===== src/rtl/cu_pkg.sv =====
// Shared definitions for the control unit: states, opcodes, bus source codes,
// register write-enable bit positions and ALU operation codes.
package cu_pkg;

  localparam int BUS_W = 16;

  typedef enum logic [4:0] {
    S_IDLE,
    S_FETCH1,
    S_FETCH2,
    S_DECODE,
    S_LD1,
    S_LD2,
    S_LD3,
    S_ST1,
    S_ST2,
    S_ST3,
    S_CLAC,
    S_INAC,
    S_ADD,
    S_SUB,
    S_MVACR,
    S_MVRAC,
    S_J1,
    S_J2,
    S_SKIP,
    S_HALT
  } state_t;

  localparam int OP_NOP   = 0;
  localparam int OP_LDAC  = 1;
  localparam int OP_STAC  = 2;
  localparam int OP_CLAC  = 3;
  localparam int OP_INAC  = 4;
  localparam int OP_ADD   = 5;
  localparam int OP_SUB   = 6;
  localparam int OP_MVACR = 7;
  localparam int OP_MVRAC = 8;
  localparam int OP_JMP   = 9;
  localparam int OP_JMPZ  = 10;
  localparam int OP_END   = 11;

  localparam logic [3:0] BUS_NONE = 4'd0;
  localparam logic [3:0] BUS_MEM  = 4'd1;
  localparam logic [3:0] BUS_PC   = 4'd2;
  localparam logic [3:0] BUS_IR   = 4'd3;
  localparam logic [3:0] BUS_AC   = 4'd5;
  localparam logic [3:0] BUS_R    = 4'd14;

  localparam int WR_AR = 0;
  localparam int WR_PC = 1;
  localparam int WR_IR = 2;
  localparam int WR_AC = 3;
  localparam int WR_R  = 4;

  localparam logic [2:0] ALU_PASS = 3'd0;
  localparam logic [2:0] ALU_ADD  = 3'd1;
  localparam logic [2:0] ALU_SUB  = 3'd2;

endpackage


===== src/rtl/cu_decode.sv =====
// Moore output table: maps the sequencer state onto bus select and datapath strobes.
module cu_decode
  import cu_pkg::*;
(
  input  state_t     state,
  output logic [3:0] bus_sel,
  output logic [4:0] wr_en,
  output logic       pc_inc,
  output logic       ac_inc,
  output logic       ac_clr,
  output logic       alu_to_ac,
  output logic [2:0] alu_op,
  output logic       mem_we,
  output logic       busy,
  output logic       halted
);

  always_comb begin
    bus_sel   = BUS_NONE;
    wr_en     = '0;
    pc_inc    = 1'b0;
    ac_inc    = 1'b0;
    ac_clr    = 1'b0;
    alu_to_ac = 1'b0;
    alu_op    = ALU_PASS;
    mem_we    = 1'b0;
    busy      = (state != S_IDLE) && (state != S_HALT);
    halted    = (state == S_HALT);

    case (state)
      S_FETCH1, S_LD1, S_ST1, S_J1: begin
        bus_sel      = BUS_PC;
        wr_en[WR_AR] = 1'b1;
      end
      S_FETCH2: begin
        bus_sel      = BUS_MEM;
        wr_en[WR_IR] = 1'b1;
        pc_inc       = 1'b1;
      end
      // Second operand fetch: the address word replaces AR and PC skips past it.
      S_LD2, S_ST2: begin
        bus_sel      = BUS_MEM;
        wr_en[WR_AR] = 1'b1;
        pc_inc       = 1'b1;
      end
      S_LD3: begin
        bus_sel      = BUS_MEM;
        wr_en[WR_AC] = 1'b1;
      end
      S_ST3: begin
        bus_sel = BUS_AC;
        mem_we  = 1'b1;
      end
      S_CLAC: ac_clr = 1'b1;
      S_INAC: ac_inc = 1'b1;
      S_ADD: begin
        alu_op    = ALU_ADD;
        alu_to_ac = 1'b1;
      end
      S_SUB: begin
        alu_op    = ALU_SUB;
        alu_to_ac = 1'b1;
      end
      S_MVACR: begin
        bus_sel     = BUS_AC;
        wr_en[WR_R] = 1'b1;
      end
      S_MVRAC: begin
        bus_sel      = BUS_R;
        wr_en[WR_AC] = 1'b1;
      end
      S_J2: begin
        bus_sel      = BUS_MEM;
        wr_en[WR_PC] = 1'b1;
      end
      S_SKIP: pc_inc = 1'b1;
      default: ;
    endcase
  end

endmodule


===== src/rtl/control_unit.sv =====
// Multi-cycle fetch/decode/execute sequencer; owns the state register and
// next-state logic, with outputs decoded from state by cu_decode.
module control_unit
  import cu_pkg::*;
#(
  parameter int N   = 16,
  parameter int OPW = 8
) (
  input  logic           clk,
  input  logic           rst,
  input  logic           start,
  input  logic [OPW-1:0] opcode,
  input  logic           z_flag,
  output logic [3:0]     bus_sel,
  output logic [4:0]     wr_en,
  output logic           pc_inc,
  output logic           ac_inc,
  output logic           ac_clr,
  output logic           alu_to_ac,
  output logic [2:0]     alu_op,
  output logic           mem_we,
  output logic           busy,
  output logic           halted
);

  state_t state, next_state;

  if (N != BUS_W) begin : g_width_check
    $error("control_unit: N must equal cu_pkg::BUS_W");
  end

  always_ff @(posedge clk) begin
    if (rst) state <= S_IDLE;
    else     state <= next_state;
  end

  always_comb begin
    next_state = state;
    case (state)
      S_IDLE:   if (start) next_state = S_FETCH1;
      S_FETCH1: next_state = S_FETCH2;
      S_FETCH2: next_state = S_DECODE;
      // Unassigned opcodes fall through to the default and behave as NOP.
      S_DECODE: begin
        case (opcode)
          OPW'(OP_LDAC):  next_state = S_LD1;
          OPW'(OP_STAC):  next_state = S_ST1;
          OPW'(OP_CLAC):  next_state = S_CLAC;
          OPW'(OP_INAC):  next_state = S_INAC;
          OPW'(OP_ADD):   next_state = S_ADD;
          OPW'(OP_SUB):   next_state = S_SUB;
          OPW'(OP_MVACR): next_state = S_MVACR;
          OPW'(OP_MVRAC): next_state = S_MVRAC;
          OPW'(OP_JMP):   next_state = S_J1;
          OPW'(OP_JMPZ):  next_state = z_flag ? S_J1 : S_SKIP;
          OPW'(OP_END):   next_state = S_HALT;
          default:        next_state = S_FETCH1;
        endcase
      end
      S_LD1:   next_state = S_LD2;
      S_LD2:   next_state = S_LD3;
      S_ST1:   next_state = S_ST2;
      S_ST2:   next_state = S_ST3;
      S_J1:    next_state = S_J2;
      S_LD3, S_ST3, S_CLAC, S_INAC, S_ADD, S_SUB,
      S_MVACR, S_MVRAC, S_J2, S_SKIP:
               next_state = S_FETCH1;
      S_HALT:  next_state = S_HALT;
      default: next_state = S_IDLE;
    endcase
  end

  cu_decode u_decode (
    .state     (state),
    .bus_sel   (bus_sel),
    .wr_en     (wr_en),
    .pc_inc    (pc_inc),
    .ac_inc    (ac_inc),
    .ac_clr    (ac_clr),
    .alu_to_ac (alu_to_ac),
    .alu_op    (alu_op),
    .mem_we    (mem_we),
    .busy      (busy),
    .halted    (halted)
  );

endmodule


===== config.mk =====
export PLATFORM = sky130hd
export DESIGN_NAME = control_unit
export DESIGN_NICKNAME = d
export VERILOG_FILES = /design/src/rtl/cu_pkg.sv /design/src/rtl/cu_decode.sv /design/src/rtl/control_unit.sv
export SDC_FILE = /design/constraint.sdc
export NUM_CORES = 1
export LEC_CHECK = 0
export BUFFER_PORTS_ARGS = -buffer_cell sky130_fd_sc_hd__buf_2
export CAP_MARGIN = 5
export CORE_MARGIN = 3
export CORE_UTILIZATION = 45
export CTS_CLUSTER_SIZE = 24
export DETAILED_ROUTE_END_ITERATION = 12
export PLACE_DENSITY = 0.85
export RECOVER_POWER = 25
export SYNTH_ARGS = -nofsm -noshare
export SYNTH_HDL_FRONTEND = slang
export SYNTH_SLANG_ARGS = --single-unit

===== constraint.sdc =====
create_clock -name clk -period 4 [get_ports clk]
set_input_delay 0.2 -clock clk [delete_from_list [all_inputs] [get_ports clk]]
set_output_delay 0.2 -clock clk [all_outputs]
set_load 0.02 [all_outputs]

==> results.md <==
* Run status: finished, final reports clean
* Slew @ Worst Pin at roughly 0.67 ns
* R2r setup slk at around 1.9 ns
* Hold-fix buffers at CTS at 0
* Compound-Gate Fraction of Synth Area at 0.237
* Worst Path Required at roughly 3.8 ns
* Register bit total from synthesis at 5
* N_diodes at 0
* Mapped Nets at roughly 120
* Number of global-route vias before repair at 674
* Quantity of gates resized following cts at 0
* Register Area at between 100 and 150 µm²
* Dpl hpwl at approximately 1400 µm
* Hold crit path type: input port to register
* Most frequent cell after synthesis: nor2_1
* Vias after detailed routing at around 860
* Min cycle time layout at roughly 2.1 ns
* Die height at 45.4 µm
* Leading registers by flop count: state: 5 flops
* Clk pin slew, worst setup/hold paths at approximately 0.050 ns
* Initial drt markers at 13
* Pwr dens at around 220 nW/µm²
* Area leader, netlist: dfxtp_1
* Placed instance area at 802 µm²
* Netlist cell types at 38
* Nets@finish at roughly 140
* IO buf count at 29
* Synth-to-Final Area Change at 16.5%
* Fin util at 0.587
* Post-Synth Simple-Gate Area at 0.481
* Gpl congestion at a little over 0.8
* Via density at roughly 6
* Routed length per instance at around 13 µm
* Worst skew pair latency at 0.25 ns
* Synth top area share at 0.144
* Register area share after synthesis at 0.144
* Unrepaired setup endpoints after global routing: false
* IO Count at 31
* Pins Over Slew Limit at 0
* Largest Register: state
* Arr. time, crit path at between 1.5 and 2 ns
* P_leak at between 0.3 and 0.4 nW
* CTS tree: built
* Post-synthesis adder-cell area fraction at 0
* H-Tree Level Count at 1
* Post-route clock period utilization at 0.535
* Syn Inst Count at 110
* Design Area, Final at ~810 µm²
* Max_cap viols at 0
* Wirelength, routed at around 1800 µm
* EDFF count, synth at 0
* Relative slew margins at 0.555
* Share of post-route cells with drive strength above 1 at 0.244
* TNS Setup at 0 ns
* Core area at 1380 µm²
* Starting Density at 0.504
* Max Clk Rate at 0.468 GHz
* Clk sink count at 5
* Width of the die at ~45 µm
* Post-DRT Antenna Nets at 0
* Global route total overflow at 0
* Largest family of logic cells by synthesized area: simple AND/OR/NAND/NOR gates
* Post-route DRC violation count at 0
* Avg Synthesized Cell Area at 6.34 µm²
* Crit Path Class: register to output pin
* Yosys Warn Count at 0
* Filler cells at 146
* All-Layer GR Usage at 0.187
* Cell Area, Synth at 697 µm²
* Endpoints failing setup at 0
* Multi-input gate area at ~520 µm²
* Worst VDD drop at about 0.14 mV
* Setup crit start kind: register
* CP Capture Type: output pin
* Area contributors post-synth: dfxtp_1, a21oi_1, nor2_1
* Die area at 2060 µm²
* Largest register FFs at 5
* Worst hold slack at ~0.34 ns
* First-pass GRT wire length at between 2000 and 3000 µm
* Clock buffer depth at 2
* Worst-path maximum fanout at 21
* Fraction of synthesis flops using an asynchronous set or reset pin at 0
* Initial antenna violation count at 0
* Pin count of the biggest net entering global routing at 23
* Clk root buf: clkbuf_4
* Clock Skews at 0.00829 ns
* Clock buffer count from CTS at 3
* Drt first pass iters at 4
* Commonest cells post-synth: nor2_1, nand2_1, a21oi_1
* Synth Area in XOR/XNOR at 0.0377
* Mux contribution to synthesized area at 0
* Post-CTS Setup Inserts at 0
* Rows at 13
* Ys flop type: dfxtp_1
* Hold Vio Cnt, Final at 0
-- where the power goes --
| part | switching [mW] | total [mW] | internal (mW) |
|---|---|---|---|
| Sequential | 0.00987 | 0.0616 | 0.0518 |
| Combinational | 0.0322 | 0.0547 | 0.0225 |
| Clock | 0.0226 | 0.0588 | 0.0363 |
-- area by class of cell --
cell class,count,area share
Timing Repair Buffer,29,0.174
Multi-Input combinational cell,91,0.636
Clock inverter,1,0.00616
Inverter,2,0.00924
Clock buffer,3,0.0277
Sequential cell,5,0.123
Tap cell,15,0.0231
-- cell families after synthesis --
kind of cell,after synthesis
AOI/OAI and AO/OA,28
xor gates and xnor gates,3
buffers and inverters,14
DFF,5
other,1
and+or+nand+nor,59
-- cells in the final DEF (no fill, tap or decap), drive strengths merged, types with 3 or more instances in the layout --
master / synthesis / final
a21oi: 10 / 10
a31oi: 3 / 3
and3: 3 / 3
buf: 5 / 26
clkbuf: 7 / 6
dfxtp: 5 / 5
nand2: 11 / 11
nor2: 13 / 13
nor2b: 4 / 4
nor3: 10 / 10
nor4b: 3 / 3
o21ai: 8 / 8
o21bai: 3 / 3
-- per-stage QoR --
stage,std cells,total power [mW],setup WS [ns]
after floorplan,110,0.104,2.32
after global placement,142,0.117,2.18
after detailed placement,142,0.119,2.10
after CTS,146,0.180,1.84
after global routing,146,0.188,1.70
final,146,0.175,1.86
-- per-layer routing --
metal / vias to the layer above / global-route usage / wire length [µm]
li1: 438 / - / -
met1: 380 / 0.255 / 803
met2: 37 / 0.305 / 904
met3: 0 / 0.0239 / 118
met4: 0 / 0.0526 / 0
met5: - / 0 / 0
-- final timing paths --
| kind | startpoint | endpoint | cells after the start |
|---|---|---|---|
| worst min-delay path | rst | state[1] | 3 |
| worst max register to register | state[0] | state[1] | 4 |
| worst min register to register | state[4] | state[3] | 2 |
| worst max-delay path | state[0] | bus_sel[0] | 4 |
-- critical path: stages, from the launching register on --
cell	delay, ns
dfxtp_1	0.74
or3b_1	0.48
nor2b_1	0.17
o21bai_1	0.12
buf_2	0.18
(Power assumes the default switching activity.)
